==> src/rtl/pmem_burst_adapter.sv <==
`default_nettype none
// pmem_burst_adapter: splits cache line fills and write-backs into BEAT_W-wide
// bursts on the physical-memory side.  Revision 1.0
module pmem_burst_adapter #(
   parameter int LINE_W = 128,
   parameter int BEAT_W = 32
) (
   input  logic              clk,
   input  logic              reset,
   input  logic              pmem_read,
   input  logic              pmem_write,
   input  logic [15:0]       pmem_address,
   input  logic [LINE_W-1:0] pmem_wdata,
   output logic [LINE_W-1:0] pmem_rdata,
   output logic              pmem_resp,
   output logic              mem_read,
   output logic              mem_write,
   output logic [15:0]       mem_address,
   output logic [BEAT_W-1:0] mem_wdata,
   input  logic [BEAT_W-1:0] mem_rdata,
   input  logic              mem_resp
);

   localparam int          BEATS     = LINE_W / BEAT_W;
   localparam int          CNT_W     = (BEATS > 1) ? $clog2(BEATS) : 1;
   localparam int          OFF_W     = $clog2(LINE_W / 8);
   localparam logic [15:0] ADDR_MASK = 16'hFFFF << OFF_W;

   typedef enum logic [1:0] {
      IDLE     = 2'd0,
      RD_BURST = 2'd1,
      WR_BURST = 2'd2,
      DONE     = 2'd3
   } state_t;

   state_t            r_state;
   state_t            w_next;
   logic [CNT_W-1:0]  r_cnt;
   logic [15:0]       r_addr;
   logic [LINE_W-1:0] r_wline;
   logic [LINE_W-1:0] r_fill;
   logic              w_in_burst;
   logic              w_last;
   logic [BEAT_W-1:0] w_wbeat [BEATS];

   assign w_in_burst = (r_state == RD_BURST) || (r_state == WR_BURST);
   assign w_last     = (r_cnt == CNT_W'(BEATS - 1));

   always_comb begin
      w_next = r_state;
      case (r_state)
         IDLE: begin
            // Write-back wins so a dirty victim is saved before its replacement is fetched.
            if (pmem_write)
               w_next = WR_BURST;
            else if (pmem_read)
               w_next = RD_BURST;
         end
         RD_BURST, WR_BURST: begin
            if (mem_resp && w_last)
               w_next = DONE;
         end
         DONE:    w_next = IDLE;
         default: w_next = IDLE;
      endcase
   end

   always_ff @(posedge clk or posedge reset) begin
      if (reset) begin
         r_state <= IDLE;
         r_cnt   <= '0;
         r_addr  <= '0;
         r_wline <= '0;
         r_fill  <= '0;
      end else begin
         r_state <= w_next;
         if (r_state == IDLE) begin
            if (pmem_write) begin
               r_addr  <= pmem_address & ADDR_MASK;
               r_wline <= pmem_wdata;
               r_cnt   <= '0;
            end else if (pmem_read) begin
               r_addr  <= pmem_address & ADDR_MASK;
               r_cnt   <= '0;
            end
         end
         if (w_in_burst && mem_resp) begin
            r_cnt <= r_cnt + CNT_W'(1);
            if (r_state == RD_BURST) begin
               for (int k = 0; k < BEATS; k++) begin
                  if (r_cnt == CNT_W'(k))
                     r_fill[k*BEAT_W +: BEAT_W] <= mem_rdata;
               end
            end
         end
      end
   end

   generate
      for (genvar g = 0; g < BEATS; g++) begin : g_wbeat
         assign w_wbeat[g] = r_wline[g*BEAT_W +: BEAT_W];
      end
   endgenerate

   assign mem_wdata   = w_wbeat[r_cnt];
   assign mem_read    = (r_state == RD_BURST);
   assign mem_write   = (r_state == WR_BURST);
   assign mem_address = r_addr;
   assign pmem_resp   = (r_state == DONE);
   assign pmem_rdata  = r_fill;

endmodule
`default_nettype wire

==> config.mk <==
export PLATFORM = sky130hd
export DESIGN_NAME = pmem_burst_adapter
export DESIGN_NICKNAME = d
export VERILOG_FILES = /design/src/rtl/pmem_burst_adapter.sv
export SDC_FILE = /design/constraint.sdc
export NUM_CORES = 1
export LEC_CHECK = 0
export CORE_MARGIN = 2
export CORE_UTILIZATION = 40
export DETAILED_ROUTE_END_ITERATION = 16
export PLACE_DENSITY = 0.77
export REMOVE_ABC_BUFFERS = 1
export SKIP_CTS_REPAIR_TIMING = 1
export SLEW_MARGIN = 20
export SYNTH_ARGS = -nofsm -noshare
export SYNTH_HDL_FRONTEND = slang
export SYNTH_SLANG_ARGS = --single-unit
export TNS_END_PERCENT = 20
==> constraint.sdc <==
create_clock -name clk -period 11.8 [get_ports clk]
set_input_delay 1.77 -clock clk [delete_from_list [all_inputs] [get_ports clk]]
set_output_delay 1.77 -clock clk [all_outputs]
set_load 0.03 [all_outputs]
==> flow_summary.rst <==
.. list-table::
   :header-rows: 1

   * - Metric
     - Value
   * - Outcome
     - completed
   * - Core Box Area
     - 27000 µm²
   * - Crit path capture type
     - primary output
   * - Detailed placer's ending HPWL
     - 18800 µm
   * - Overall die area
     - 28800 µm²
   * - CTS H-Tree Depth
     - 1
   * - Cell area reported after detailed placement
     - 14800 µm²
   * - Fmax
     - 0.215 GHz
   * - Largest net degree at the start of global routing
     - 123
   * - Setup repair after global routing missed its margin
     - false
   * - Synth Register Bits
     - 272
   * - Ratio of cells with drive above 1 in the final layout
     - 35.6%
   * - First-pass GRT wire length
     - 43100 µm
   * - Worst Tran Pin Value
     - 1050 ps
   * - Starting DRC count in detailed routing
     - 258
   * - Antenna violations before repair
     - 1
   * - Cells along the critical path
     - buf_4 -> mux4_2 -> clkdlybuf4s50_1
   * - Post-Synthesis Cell Area
     - 11000 µm²
   * - Ant. Diodes
     - 0
   * - Clk sinks
     - 272
   * - Cell types occupying the most area after synthesis
     - sky130_fd_sc_hd__dfrtp_1 (62%), sky130_fd_sc_hd__mux2_2 (28%), sky130_fd_sc_hd__mux4_2 (6.6%)
   * - Synthesized area per cell
     - 17.0 µm²
   * - Critical Path Max Stage Delay
     - 650 ps
   * - Slew headroom
     - 29.6%
   * - Kind of critical path
     - reg2out
   * - Count of port buffers added during placement
     - 351
   * - Number of synthesis warnings
     - 0
   * - Leakage power figure
     - 6.77 nW
   * - Cells on worst reg2reg path
     - 5
   * - VDD IR-drop max
     - 0.199 mV
   * - Combined global-route utilization of all metal layers
     - 19.3%
   * - Fin nets
     - 1187
   * - Post-route cell area
     - 15800 µm²
   * - Clock transition time at the flip-flop clock pins of the worst setup and hold paths
     - 60 ps
   * - Total length of routed wires
     - 27900 µm
   * - Power Total
     - 5.03 mW
   * - Ratio of final minimum period to clock period
     - 39.3%
   * - Worst clock skew
     - 5.77 ps
   * - Number of cells on the critical path
     - 3
   * - Required time of the worst setup path
     - 10030 ps
   * - Count of unresolved DRC violations after routing
     - 0
   * - Reg-to-reg critical path startpoint
     - r_state[0]
   * - Worst Path Arrival
     - 2870 ps
   * - Number of maximum-capacitance violations
     - 0
   * - Post-layout min period
     - 4640 ps
   * - Path class of the lowest-slack min-delay path
     - reg2reg
   * - Biggest area consumer among synthesized cells
     - sky130_fd_sc_hd__dfrtp_1
   * - Crit path max-delay cell type
     - sky130_fd_sc_hd__clkdlybuf4s50_1
   * - Sum of negative setup slack
     - 0 ps
   * - Worst setup slack after placement
     - 7460 ps
   * - Bufs and invs on worst path
     - 2
   * - Sequential fraction of the synthesis area
     - 62.0%
   * - Post-Synthesis Cells
     - 645
   * - Slack of the worst reg-to-reg path
     - 8990 ps
   * - Crit path to
     - mem_wdata[22]
   * - Unique masters post-synth
     - 18
   * - Worst setup startpoint
     - r_cnt[0]
   * - Area share of the leading cell type in the synthesized netlist
     - 62.0%
   * - Reg2Reg Capture Point
     - r_wline[87]
   * - Cell family with most CP delay
     - buffers and inverters
   * - Power per standard cell area
     - 318 nW/µm²
   * - DR WL/cell
     - 20.5 µm
   * - Buffer depth of the longest clock path
     - 3
   * - Total CTS buffers
     - 30
   * - Number of iterations in the first detailed-routing pass
     - 4
   * - Final worst setup slack
     - 7160 ps
   * - Row count
     - 60
   * - Initial core utilization
     - 40.8%
   * - Hold violation count in the final report
     - 0
   * - Overall die height
     - 170 µm
   * - Count of nets left with antenna violations after detail routing
     - 0
   * - Count of pins on the block boundary
     - 360
   * - Fin. max-slew vios
     - 0
   * - Signed area change from the synthesized netlist to the final layout
     - 44.1%
   * - Congestion Overflow GR
     - 0
   * - Kind of start point of the critical path
     - register
   * - Placer Congestion
     - 0.760
   * - Final-report setup violation count
     - 0
   * - Chip width
     - 170 µm
   * - Detailed-route via count
     - 6821
   * - Routed vias/inst
     - 5.02
   * - Maximum fanout along the worst path
     - 30
   * - Worst skew pair latency
     - 540 ps
   * - Clock tree from TritonCTS
     - done
   * - Clock Root Buffer
     - sky130_fd_sc_hd__clkbuf_16
   * - Number of global-route vias before repair
     - 7684
==> Yosys cell counts <==
master,instances
sky130_fd_sc_hd__mux2i_1,1
sky130_fd_sc_hd__nor2_1,1
sky130_fd_sc_hd__inv_1,6
sky130_fd_sc_hd__buf_1,1
sky130_fd_sc_hd__buf_4,6
sky130_fd_sc_hd__nand4_1,1
sky130_fd_sc_hd__o21ai_1,1
sky130_fd_sc_hd__ha_1,8
sky130_fd_sc_hd__o21ai_0,3
sky130_fd_sc_hd__clkbuf_1,1
sky130_fd_sc_hd__buf_2,31
sky130_fd_sc_hd__conb_1,1
sky130_fd_sc_hd__a22oi_1,1
sky130_fd_sc_hd__nand3_1,6
sky130_fd_sc_hd__mux2_2,269
sky130_fd_sc_hd__dfrtp_1,272
sky130_fd_sc_hd__mux4_2,32
sky130_fd_sc_hd__nand2_1,4
==> cell families after synthesis <==
group,share of synthesized area [%]
buffers and inverters,2.10
multiplexers,34.2
AO/OA/AOI/OAI,0.251
AND/OR/NAND/NOR,0.501
adder cells (fa/ha/maj),0.911
other,0.0341
flip-flops,62.0
==> registers in the layout (all words and copies together) (netlist names) <==
| register | cells |
|---|---|
| pmem_rdata | 128 |
| r_cnt | 2 |
| r_wline | 128 |
| mem_address | 12 |
| r_state | 2 |
==> through the flow <==
step | std cells | hold slack [ps] | utilization, %
floorplan | 609 | 474 | -
global placement | 1307 | 482 | 54.9
detailed placement | 1307 | 488 | 54.9
CTS | 1360 | 501 | 58.7
global route | 1360 | 506 | 58.7
finish | 1360 | 499 | 58.7
==> routing by layer <==
metal | up-vias | wire length (µm) | GRT usage [%]
met5 | - | 14 | 0
met4 | 2 | 675 | 5.35
met3 | 54 | 3950 | 10.6
met2 | 293 | 12900 | 31.8
met1 | 3433 | 10400 | 21.6
li1 | 3039 | - | -
==> worst min-delay path by stage <==
stage	startpoint	end	cells after the start
3_5_place_dp	r_wline[92]	r_wline[92]	1
3_3_place_gp	r_wline[101]	r_wline[101]	1
6_report	r_wline[74]	r_wline[74]	1
4_1_cts	r_wline[92]	r_wline[92]	1
5_1_grt	r_wline[109]	r_wline[109]	1
2_1_floorplan	r_wline[64]	r_wline[64]	1
==> worst reg2reg max path, cell delays in order, from the launching register on <==
cell	delay (ps)
sky130_fd_sc_hd__dfrtp_1	370
sky130_fd_sc_hd__inv_1	90
sky130_fd_sc_hd__ha_1	280
sky130_fd_sc_hd__nand2_4	560
sky130_fd_sc_hd__buf_4	880
sky130_fd_sc_hd__mux2_2	500
==> placed cells by master (no fill, tap or decap) <==
cell,Yosys,final
sky130_fd_sc_hd__mux4_2,32,32
sky130_fd_sc_hd__clkbuf_1,1,4
sky130_fd_sc_hd__nand2_4,0,1
sky130_fd_sc_hd__dfrtp_1,272,271
sky130_fd_sc_hd__dfrtp_2,0,1
sky130_fd_sc_hd__a22oi_1,1,1
sky130_fd_sc_hd__ha_1,8,8
sky130_fd_sc_hd__mux2_2,269,269
sky130_fd_sc_hd__clkbuf_16,0,31
sky130_fd_sc_hd__conb_1,1,4
sky130_fd_sc_hd__nor2_1,1,1
sky130_fd_sc_hd__clkbuf_8,0,10
sky130_fd_sc_hd__clkinv_2,0,5
sky130_fd_sc_hd__clkdlybuf4s50_1,0,351
sky130_fd_sc_hd__inv_8,0,1
sky130_fd_sc_hd__o21ai_0,3,3
sky130_fd_sc_hd__nand4_1,1,1
sky130_fd_sc_hd__inv_1,6,5
sky130_fd_sc_hd__nand3_2,0,3
sky130_fd_sc_hd__o21ai_2,0,1
sky130_fd_sc_hd__clkinvlp_4,0,1
sky130_fd_sc_hd__nand2_1,4,3
sky130_fd_sc_hd__bufinv_16,0,2
sky130_fd_sc_hd__buf_4,6,6
sky130_fd_sc_hd__mux2i_1,1,1
sky130_fd_sc_hd__nand3_1,6,3
==> layout make-up <==
cell class | instances | area [µm²]
clock buffer | 45 | 928
timing repair buffer | 357 | 3560
clock inverter | 8 | 92.6
fill | 2090 | 11100
inverter | 6 | 30.0
sequential | 272 | 6810
multi-input combinational | 331 | 3980
tap | 341 | 427
==> report_power, final <==
| group | total [mW] | internal [mW] | switching [mW] |
|---|---|---|---|
| clock | 0.947 | 0.581 | 0.367 |
| sequential | 1.64 | 1.40 | 0.235 |
| combinational | 2.45 | 1.21 | 1.24 |
| total | 5.03 | 3.19 | 1.84 |
Power figures use the tool's default switching activity.
